## src/rtl/prga_decrypt.sv

```systemverilog
// Purpose: RC4 PRGA stage; walks S memory, XORs keystream with ROM bytes into the decrypted RAM.
// Latency: 12 cycles per message byte, 12*MSG_LEN cycles from leaving IDLE to entering DONE.
// Backpressure: none; memories are single-cycle synchronous, start is only sampled in IDLE.
module prga_decrypt #(
    parameter int MSG_LEN = 32,
    parameter int ADDR_W  = 5
) (
    input  logic              clk,
    input  logic              reset_n,
    input  logic              start,
    output logic [7:0]        s_address,
    output logic [7:0]        s_data,
    output logic              s_wren,
    input  logic [7:0]        s_q,
    output logic [ADDR_W-1:0] rom_address,
    input  logic [7:0]        rom_q,
    output logic [ADDR_W-1:0] dec_address,
    output logic [7:0]        dec_data,
    output logic              dec_wren,
    output logic              busy,
    output logic              done
);

    typedef enum logic [3:0] {
        IDLE, INC_I, RD_I, CAP_I, RD_J, CAP_J, WR_I, WR_J,
        RD_F, CAP_F, WR_DEC, NEXT, DONE
    } state_t;

    localparam logic [ADDR_W-1:0] LAST_K = ADDR_W'(MSG_LEN - 1);

    state_t            state;
    logic [7:0]        i, j, si, sj, f, enc;
    logic [ADDR_W-1:0] k;
    // NEXT occupies two cycles so every byte fills a fixed 12-cycle slot.
    logic              next_hold;

    // The message index drives the ROM directly, so it is stable for the whole byte.
    assign rom_address = k;

    // Decrypted byte is only presented while the RAM write strobe is up.
    assign dec_data = dec_wren ? (f ^ enc) : 8'h00;

    // Sequencer: outputs are registered and loaded on entry to the state that uses them.
    always_ff @(posedge clk or negedge reset_n) begin
        if (!reset_n) begin
            state       <= IDLE;
            i           <= '0;
            j           <= '0;
            k           <= '0;
            si          <= '0;
            sj          <= '0;
            f           <= '0;
            enc         <= '0;
            next_hold   <= 1'b0;
            s_address   <= '0;
            s_data      <= '0;
            s_wren      <= 1'b0;
            dec_address <= '0;
            dec_wren    <= 1'b0;
            busy        <= 1'b0;
            done        <= 1'b0;
        end else begin
            s_wren   <= 1'b0;
            s_data   <= '0;
            dec_wren <= 1'b0;
            case (state)
                IDLE: begin
                    if (start) begin
                        i         <= '0;
                        j         <= '0;
                        k         <= '0;
                        next_hold <= 1'b0;
                        busy      <= 1'b1;
                        state     <= INC_I;
                    end
                end
                INC_I: begin
                    i         <= i + 8'd1;
                    s_address <= i + 8'd1;
                    state     <= RD_I;
                end
                RD_I: state <= CAP_I;
                CAP_I: begin
                    si        <= s_q;
                    j         <= j + s_q;
                    s_address <= j + s_q;
                    state     <= RD_J;
                end
                RD_J: state <= CAP_J;
                CAP_J: begin
                    // s[j] goes straight into the s[i] write slot.
                    sj        <= s_q;
                    s_address <= i;
                    s_data    <= s_q;
                    s_wren    <= 1'b1;
                    state     <= WR_I;
                end
                WR_I: begin
                    s_address <= j;
                    s_data    <= si;
                    s_wren    <= 1'b1;
                    state     <= WR_J;
                end
                WR_J: begin
                    s_address <= si + sj;
                    state     <= RD_F;
                end
                RD_F: state <= CAP_F;
                CAP_F: begin
                    f           <= s_q;
                    enc         <= rom_q;
                    dec_address <= k;
                    dec_wren    <= 1'b1;
                    state       <= WR_DEC;
                end
                WR_DEC: begin
                    next_hold <= 1'b0;
                    state     <= NEXT;
                end
                NEXT: begin
                    if (!next_hold) begin
                        next_hold <= 1'b1;
                    end else begin
                        next_hold <= 1'b0;
                        if (k == LAST_K) begin
                            busy  <= 1'b0;
                            done  <= 1'b1;
                            state <= DONE;
                        end else begin
                            k     <= k + ADDR_W'(1);
                            state <= INC_I;
                        end
                    end
                end
                DONE: state <= DONE;
                default: state <= IDLE;
            endcase
        end
    end

endmodule

```

## config.mk

```make
export PLATFORM = sky130hd
export DESIGN_NAME = prga_decrypt
export DESIGN_NICKNAME = d
export VERILOG_FILES = /design/src/rtl/prga_decrypt.sv
export SDC_FILE = /design/constraint.sdc
export NUM_CORES = 1
export LEC_CHECK = 0
export BUFFER_PORTS_ARGS = -buffer_cell sky130_fd_sc_hd__buf_2
export CELL_PAD_IN_SITES_DETAIL_PLACEMENT = 0
export CELL_PAD_IN_SITES_GLOBAL_PLACEMENT = 2
export CORE_ASPECT_RATIO = 1.75
export CORE_MARGIN = 10
export CORE_UTILIZATION = 37
export CTS_CLUSTER_DIAMETER = 200
export CTS_CLUSTER_SIZE = 8
export DETAILED_ROUTE_END_ITERATION = 12
export PLACE_DENSITY_LB_ADDON = 0.1
export SYNTH_ARGS = -nofsm -noshare
export SYNTH_HDL_FRONTEND = slang
export SYNTH_SLANG_ARGS = --single-unit
```

## constraint.sdc

```tcl
create_clock -name clk -period 2.6 [get_ports clk]
set_input_delay 0.52 -clock clk [delete_from_list [all_inputs] [get_ports clk]]
set_output_delay 0.52 -clock clk [all_outputs]
set_load 0.005 [all_outputs]
```

==> results.sh, run 1 <==
export IMPL_outcome="finished, final reports clean"
export IMPL_cp_end_kind="flip-flop"
export IMPL_grt_usage_pct=14.1
export IMPL_die_x_um=102
export IMPL_timing_rr_end="j[7]"
export IMPL_cpMostUsedCell="o211ai_1"
export IMPL_initial_core_util_pct=38.0
export IMPL_hpwlAfterDp_mm=8.35
export IMPL_min_period_over_period_pct=81.3
export IMPL_die_y_um=164
export IMPL_cts_sinks=83
export IMPL_slew_headroom_pct=57.6
export IMPL_report_final_slew_viol_count=0
export IMPL_clock_latency_ps=340
export IMPL_avgSynthCellArea_um2=9.98
export IMPL_cts_hold_buf=0
export IMPL_drc_errors=0
export IMPL_core_area_um2=11600
export IMPL_final_common_cell="dfrtp_1"
export IMPL_slowest_stage="dfrtp_1"
export IMPL_finClkSkew_ps=7.82
export IMPL_rows=52
export IMPL_drt_total_wl_mm=11.1
export IMPL_grt_antenna_before_repair=0
export IMPL_critical_path_cell_chain="ha_1 -> a21oi_1 -> o211ai_1 -> o41ai_2 -> xor2_1 -> o211ai_1 -> o31ai_1"
export IMPL_drt_iter0_markers=105
export IMPL_cts_buffers=9
export IMPL_layout_common_cells="dfrtp_1, nand2_1, buf_2, nor2_1, o21ai_0"
export IMPL_path_delay_family="compound AO/OA/AOI/OAI gates"
export IMPL_worst_ep_arrival_time_ps=2330
export IMPL_drt_vias_per_instance=5.30
export IMPL_ctsLongestPathBuffers=2
export IMPL_first_pass_iters=4
export IMPL_synth_async_reset_ratio_pct=100
export IMPL_irDropWorstVdd_mv=0.350
export IMPL_max_slew_worst_pin_slew_ps=637
export IMPL_dp_cells=629
export IMPL_antenna_cells=0
export IMPL_final_hold_viol_count=0
export IMPL_synth_edff_count=0
export IMPL_rrSetupSlack_ps=490
export IMPL_num_io_pins=57
export IMPL_yosysUniqueCellTypes=52
export IMPL_rsz0062_at_grt="no"
export IMPL_synth_nets=479
export IMPL_final_setup_tns_ps=0
export IMPL_cts_resized=0
export IMPL_critPathMaxFanout=4
export IMPL_io_buffers=56
export IMPL_fmax_ghz=0.473
export IMPL_hold_ws_ps=153
export IMPL_vias=3416
export IMPL_setup_violations_final=0
export IMPL_wl_per_cell_um=17.3
export IMPL_post_place_ws_ps=252
export IMPL_cp_start_kind="flip-flop"
export IMPL_reg2regPathDepth=7
export IMPL_max_cap_violations=0
export IMPL_area_growth_pct=19.1
export IMPL_r2r_start="j[1]"
export IMPL_cts_root_buf="clkbuf_16"
export IMPL_ys_seq_area_share_pct=47.2
export IMPL_netlist_top_cell_by_area="dfrtp_1"
export IMPL_drive_above_1_share_pct=24.5
export IMPL_p_leak_nw=2.48
export IMPL_clk_pin_slew_ps=70
export IMPL_gp_congestion=0.790
export IMPL_finalNetCount=543
export IMPL_synth_flop_cell="dfrtp_1"
export IMPL_post_cts_setup_buffers=0
export IMPL_tritoncts="yes"
export IMPL_grt_pass1_vias=3564
export IMPL_slowest_delay_ps=420
export IMPL_syn_inst=441
export IMPL_path_class="reg -> reg"
export IMPL_netlist_area_leader_share_pct=47.2
export IMPL_synth_area_um2=4400
export IMPL_min_path_type="in -> async"
export IMPL_pwr_density_cell_nw_per_um2=644
export IMPL_yosysWarnings=0
export IMPL_drtAntennaViolNets=0
export IMPL_critPathBufInv=0
export IMPL_finalWorstSetupSlack_ps=486
export IMPL_ys_ff_latch=83
export IMPL_grt_max_degree=48
export IMPL_grt_first_pass_wirelength_mm=18.5
export IMPL_grt_overflow=0
export IMPL_die_area_um2=16800
export IMPL_cp_required_ps=2810
export IMPL_htree_levels=3
export IMPL_fin_cells=645
export IMPL_fin_crit_ps=2110
export IMPL_synthTopCellsByArea="dfrtp_1, mux2_2, nand2_1"
cell families (layout without fill, tap and decap cells):
family | count (synthesis) | after routing | share of synthesized area, %
simple gates | 140 | 140 | 15.0
compound gates | 108 | 108 | 16.0
flops | 83 | 83 | 47.2
buf+inv | 36 | 105 | 3.38
mux | 30 | 30 | 7.65
xor+xnor | 25 | 25 | 4.97
fa+ha+maj | 19 | 19 | 5.74
final cells by class:
type / count / area [um2]
Multi-Input combinational cell: 322 / 2180
Sequential cell: 83 / 2080
Tap cell: 135 / 169
Fill cell: 1120 / 6340
Timing Repair Buffer: 74 / 430
Clock buffer: 10 / 239
Clock inverter: 6 / 87.6
Inverter: 15 / 56.3
metal layers:
metal	part of all wire, %	vias up	GRT usage, %
met5	0	-	0
met3	5.0	10	3.41
li1	-	1680	-
met4	1.8	0	4.96
met2	50	59	24.0
met1	43	1667	16.6
where the power goes:
part / total (mW) / internal (mW) / switching (mW)
registers: 1.45 / 1.38 / 0.0753
clock network: 1.39 / 0.869 / 0.522
logic: 0.536 / 0.245 / 0.291
total: 3.38 / 2.49 / 0.889
sequential cells by signal (all words and copies together), names as in the netlist:
| name | count |
|---|---|
| rom_address | 5 |
| j | 8 |
| dec_address | 5 |
| s_data | 8 |
| sj | 8 |
| s_wren | 1 |
| f | 8 |
| si | 8 |
| i | 8 |
| done | 1 |
| s_address | 8 |
| state | 4 |
| next_hold | 1 |
| busy | 1 |
| enc | 8 |
| dec_wren | 1 |
per-stage QoR:
stage	utilization, %	power (mW)	instance area [um2]
after global routing	45.3	3.56	5240
after detailed placement	42.4	2.01	4910
after CTS	45.3	3.43	5240
after global placement	42.4	2.00	4910
after floorplan	-	1.85	4400
final	45.3	3.38	5240
Yosys cell counts (all sizes together), types with 5 or more instances:
library cell  number
a21oi             24
a22o              11
and2              10
buf                9
clkbuf            12
dfrtp             83
ha                17
inv               15
mux2              29
nand2             58
nand3             10
nor2              32
nor2b              5
o211ai             7
o21ai             31
xnor2              9
xor2              16
how the worst max path moves through the flow:
stage                     startpoint  endpoint  slack, ps  cells past startpoint
after floorplan               s_q[0]      j[6]        660                      9
after global placement        s_q[1]      j[7]        340                      8
after detailed placement      s_q[1]      j[7]        250                      8
after CTS                       j[1]      j[7]        490                      7
after global routing        state[2]      i[2]        300                      6
final                           j[1]      j[7]        490                      7
Note: power is estimated with default switching activity, not from simulation.
==> run 2: changes to the inputs <==
Settings changed: CORE_UTILIZATION 37 to 33.
Clock period 2.6 ns to 1.85 ns, I/O delays scaled along.
==> run 2 against run 1 <==
Critical endpoint is now s_address[6]. Combinational power grew 130%. Highest routed layer unchanged. Clock-buffer cell count grew 1. Largest power group unchanged. Critical path depth increased by 2. Via count rose by 6.0%. The run now ends with negative hold slack, negative setup slack left. Clock skew is 3.2 ps lower. Worst hold slack got worse by 160 ps.
==> results.sh, run 2 (same netlist as run 1, synthesis figures left out) <==
export IMPL_final_common_cell="dfrtp_1"
export IMPL_initial_core_util_pct=33.8
export IMPL_die_x_um=107
export IMPL_htree_levels=3
export IMPL_outcome="complete, but fails checks"
export IMPL_area_growth_pct=33.9
export IMPL_slowest_delay_ps=390
export IMPL_met1_usage_pct=15.5
export IMPL_tritoncts="yes"
export IMPL_irDropWorstVdd_mv=0.535
export IMPL_critical_path_cell_chain="ha_2 -> inv_2 -> fa_2 -> nor2b_2 -> o21ai_2 -> a21oi_2 -> or3_1 -> a31oi_1 -> nand3_1"
export IMPL_max_slew_worst_pin_slew_ps=479
export IMPL_finClkSkew_ps=4.58
export IMPL_use_met2_pct=23.8
export IMPL_cts_buffers=9
export IMPL_max_cap_violations=0
export IMPL_final_area_um2=5890
export IMPL_drt_total_wl_mm=12.4
export IMPL_dp_cells=709
export IMPL_fin_crit_ps=1900
export IMPL_rows=55
export IMPL_fin_cells=732
export IMPL_cp_start_kind="flip-flop"
export IMPL_wl_per_cell_um=16.9
export IMPL_finalWorstSetupSlack_ps=-46.6
export IMPL_pwr_density_cell_nw_per_um2=894
export IMPL_cp_end_kind="flip-flop"
export IMPL_grt_antenna_before_repair=0
export IMPL_cts_root_buf="clkbuf_16"
export IMPL_vias=3621
export IMPL_io_buffers=56
export IMPL_report_final_slew_viol_count=0
export IMPL_num_io_pins=57
export IMPL_finalNetCount=594
export IMPL_grt_max_degree=34
export IMPL_slowest_stage="dfrtp_1"
export IMPL_path_class="reg -> reg"
export IMPL_critPathBufInv=1
export IMPL_gp_congestion=0.772
export IMPL_drt_iter0_markers=131
export IMPL_setup_violations_final=2
export IMPL_grtUsageMet3_pct=2.79
export IMPL_path_delay_family="simple AND/OR/NAND/NOR gates"
export IMPL_first_pass_iters=4
export IMPL_rsz0062_at_grt="yes"
export IMPL_grt_first_pass_wirelength_mm=19.9
export IMPL_hpwlAfterDp_mm=9.61
export IMPL_grt_usage_pct=13.5
export IMPL_violations="negative hold slack, negative setup slack"
export IMPL_drc_errors=0
export IMPL_clk_pin_slew_ps=60
export IMPL_drtAntennaViolNets=0
export IMPL_layout_common_cells="dfrtp_1, buf_4, nand2_1, buf_2, nor2_1"
export IMPL_die_area_um2=18500
export IMPL_place_area_um2=5330
export IMPL_drt_vias_per_instance=4.95
export IMPL_worst_ep_arrival_time_ps=2100
export IMPL_die_y_um=173
export IMPL_final_hold_viol_count=16
export IMPL_fmax_ghz=0.527
export IMPL_grt_overflow=0
export IMPL_p_leak_nw=2.76
export IMPL_fin_util_pct=45.3
export IMPL_hold_ws_ps=-5.71
export IMPL_critPathMaxFanout=2
export IMPL_slew_headroom_pct=68.0
export IMPL_ctsLongestPathBuffers=2
export IMPL_grt_pass1_vias=3702
export IMPL_finalPower_mw=5.27
export IMPL_grt_busiest_layer="met2"
export IMPL_cts_hold_buf=0
export IMPL_min_path_type="in -> async"
export IMPL_antenna_cells=0
export IMPL_cp_required_ps=2050
export IMPL_core_area_um2=13000
export IMPL_drive_above_1_share_pct=37.1
export IMPL_cts_sinks=83
export IMPL_min_period_over_period_pct=103
export IMPL_post_place_ws_ps=-272
export IMPL_clock_latency_ps=340
## run 2: cell types whose count changed in the layout (fill, tap and decap cells not counted), sizes merged
cell      before  now
clkinv         3    2
clkbuf        10   11
buf           74  125
clkinvlp       0    1
inv           16   15
## run 2: final timing paths
path / cells after the start / endpoint / startpoint / slack [ps]
setup / recovery: 9 / s_address[6] / sj[0] / -50
hold / removal: 1 / s_data[0] / reset_n / -6
setup reg to reg: 9 / s_address[6] / sj[0] / -50
hold reg to reg: 1 / done / done / 490
max in group asynchronous: 2 / si[7] / reset_n / 1370
min in group clk: 2 / enc[7] / rom_q[7] / 260
## run 2: through the flow
step | setup TNS [ps] | hold WS (ps)
global route | -644 | 19.9
floorplan | 0 | 74.4
global placement | -1330 | 366
detailed placement | -1410 | 370
finish | -69.8 | -5.71
CTS | -148 | 3.51
## run 2: where the power goes
group | total [mW] | switching (mW) | internal (mW)
clock | 2.01 | 0.751 | 1.26
combinational | 1.21 | 0.536 | 0.672
sequential | 2.05 | 0.114 | 1.93
total | 5.27 | 1.40 | 3.87
## run 2: area by class of cell
type / count / area [um2]
inverters: 15 / 56.3
clock buffers: 11 / 253
fillers: 1301 / 7110
flip-flops and latches: 83 / 2080
repair buffers: 125 / 851
multi-input cells: 322 / 2350
clock inverters: 5 / 85.1
well taps: 171 / 214
## run 2: repair_timing
| item | in CTS | in global routing |
|---|---|---|
| setup endpoints to repair | 6 | 28 |
| buffers inserted | 2 | 5 |
| resized for setup | 14 | 29 |
| pin swaps | 6 | 15 |
## run 2: worst register-to-register path, stage by stage (launching register included)
cell     delay, ps
dfrtp_1        390
ha_2           200
inv_2           60
fa_2           210
nor2b_2         50
o21ai_2        180
a21oi_2         70
or3_1          310
a31oi_1        190
nand3_1        110
## run 2: layer usage
metal / up-vias / wire (um)
met5: - / 0
met4: 0 / 210
met3: 15 / 502
met2: 64 / 6660
met1: 1764 / 5030
li1: 1778 / -
==> run 3: changes to the inputs <==
Settings changed: RECOVER_POWER from default to 50.
==> run 3 against run 2 <==
The flow finishes with violations (negative setup slack). Via count rose by 0.25%. Register-to-register slack hardly changed. Fmax rose by 0.45%. Clock skew is 0.60 ps lower. Largest cell class unchanged.
==> results.sh, run 3 (same netlist as run 1, synthesis figures left out) <==
export IMPL_worst_ep_arrival_time_ps=2090
export IMPL_violations="negative setup slack"
export IMPL_htree_levels=3
export IMPL_vias=3630
export IMPL_critPathMaxFanout=2
export IMPL_area_growth_pct=32.8
export IMPL_finalWorstSetupSlack_ps=-38.1
export IMPL_tritoncts="yes"
export IMPL_report_final_slew_viol_count=0
export IMPL_path_class="reg -> reg"
export IMPL_wl_per_cell_um=17.0
export IMPL_drt_vias_per_instance=4.96
export IMPL_clock_latency_ps=340
export IMPL_ctsLongestPathBuffers=2
export IMPL_gp_congestion=0.772
export IMPL_die_x_um=107
export IMPL_finClkSkew_ps=3.98
export IMPL_dp_cells=709
export IMPL_cp_required_ps=2050
export IMPL_drtAntennaViolNets=0
export IMPL_core_area_um2=13000
export IMPL_p_leak_nw=2.72
export IMPL_clk_pin_slew_ps=60
export IMPL_layout_common_cells="dfrtp_1, buf_4, nand2_1, buf_2, nor2_1"
export IMPL_max_cap_violations=0
export IMPL_drc_errors=0
export IMPL_io_buffers=56
export IMPL_min_period_over_period_pct=102
export IMPL_cp_start_kind="flip-flop"
export IMPL_initial_core_util_pct=33.8
export IMPL_num_io_pins=57
export IMPL_grt_overflow=0
export IMPL_grt_antenna_before_repair=0
export IMPL_antenna_cells=0
export IMPL_final_setup_tns_ps=-62.9
export IMPL_drive_above_1_share_pct=34.6
export IMPL_setup_violations_final=2
export IMPL_outcome="complete, but fails checks"
export IMPL_first_pass_iters=4
export IMPL_min_path_type="in -> async"
export IMPL_final_common_cell="dfrtp_1"
export IMPL_grt_max_degree=34
export IMPL_pwr_density_cell_nw_per_um2=900
export IMPL_die_y_um=173
export IMPL_cts_buffers=9
export IMPL_die_area_um2=18500
export IMPL_finalNetCount=594
export IMPL_grt_pass1_vias=3702
export IMPL_fmax_ghz=0.530
export IMPL_slew_headroom_pct=33.0
export IMPL_fin_cells=732
export IMPL_grt_first_pass_wirelength_mm=19.9
export IMPL_rows=55
export IMPL_grt_usage_pct=13.5
export IMPL_rsz0062_at_grt="yes"
export IMPL_hpwlAfterDp_mm=9.61
export IMPL_fin_crit_ps=1890
export IMPL_cts_root_buf="clkbuf_16"
export IMPL_irDropWorstVdd_mv=0.539
export IMPL_cts_sinks=83
export IMPL_max_slew_worst_pin_slew_ps=1010
export IMPL_drt_iter0_markers=119
export IMPL_drt_total_wl_mm=12.4
export IMPL_cp_end_kind="flip-flop"
export IMPL_final_hold_viol_count=0
==> run 3: worst paths after layout <==
| check | startpoint | end | slack (ps) | cells past startpoint |
|---|---|---|---|---|
| min in group clk | rom_q[7] | enc[7] | 260 | 2 |
| worst min-delay path | reset_n | s_data[0] | 120 | 1 |
| worst min register to register | done | done | 490 | 1 |
| worst max-delay path | sj[0] | s_address[6] | -40 | 9 |
| worst max register to register | sj[0] | s_address[6] | -40 | 9 |
| max in group asynchronous | reset_n | state[0] | 290 | 2 |
==> run 3: timing repair <==
| action | in CTS | in global routing |
|---|---|---|
| gates resized for setup | 14 | 29 |
| setup buffers | 2 | 5 |
| hold buffers | 0 | 0 |
| pin swaps | 6 | 15 |
| setup endpoints to repair | 6 | 28 |
==> run 3: stage by stage <==
stage | total power [mW] | hold WS (ps) | area [um2] | setup WS (ps) | utilization, %
global placement | 3.02 | 366 | 5330 | -241 | 41.0
global route | 5.55 | 187 | 5850 | -167 | 44.9
finish | 5.26 | 117 | 5850 | -38.1 | 44.9
detailed placement | 3.03 | 370 | 5330 | -272 | 41.0
floorplan | 2.60 | 74.4 | 4400 | 7.79 | -
CTS | 5.17 | 3.51 | 5740 | -68.8 | 44.1
==> run 3: layout make-up <==
| cell class | instances | area [um2] |
|---|---|---|
| clock inverter | 5 | 85.1 |
| fill | 1314 | 7160 |
| multi-input combinational | 322 | 2350 |
| inverter | 15 | 56.3 |
| clock buffer | 11 | 253 |
| tap | 171 | 214 |
| sequential | 83 | 2080 |
| timing repair buffer | 125 | 805 |
==> run 3: report_power, final <==
group | total (mW) | internal (mW) | switching, mW
Combinational | 1.20 | 0.663 | 0.533
Clock | 2.02 | 1.26 | 0.755
Sequential | 2.05 | 1.93 | 0.115
Total | 5.26 | 3.86 | 1.40
==> run 3: metal layers <==
metal  up-vias  GRT usage (%)  share of wire [%]  wire [um]
li1       1777              -                  -          -
met1      1776           15.5                 41       5090
met4         0           4.88                1.7        210
met2        62           23.8                 54       6670
met3        15           2.79                3.7        461
met5         -              0                  0          0
==> run 3: critical path, stage by stage (launching register included) <==
cell and delay, ps:
dfrtp_1 390, ha_2 190, inv_2 60, fa_2 210, nor2b_2 50, o21ai_2 180, a21oi_2 70, or3_1 320
a31oi_1 180, nand3_1 110
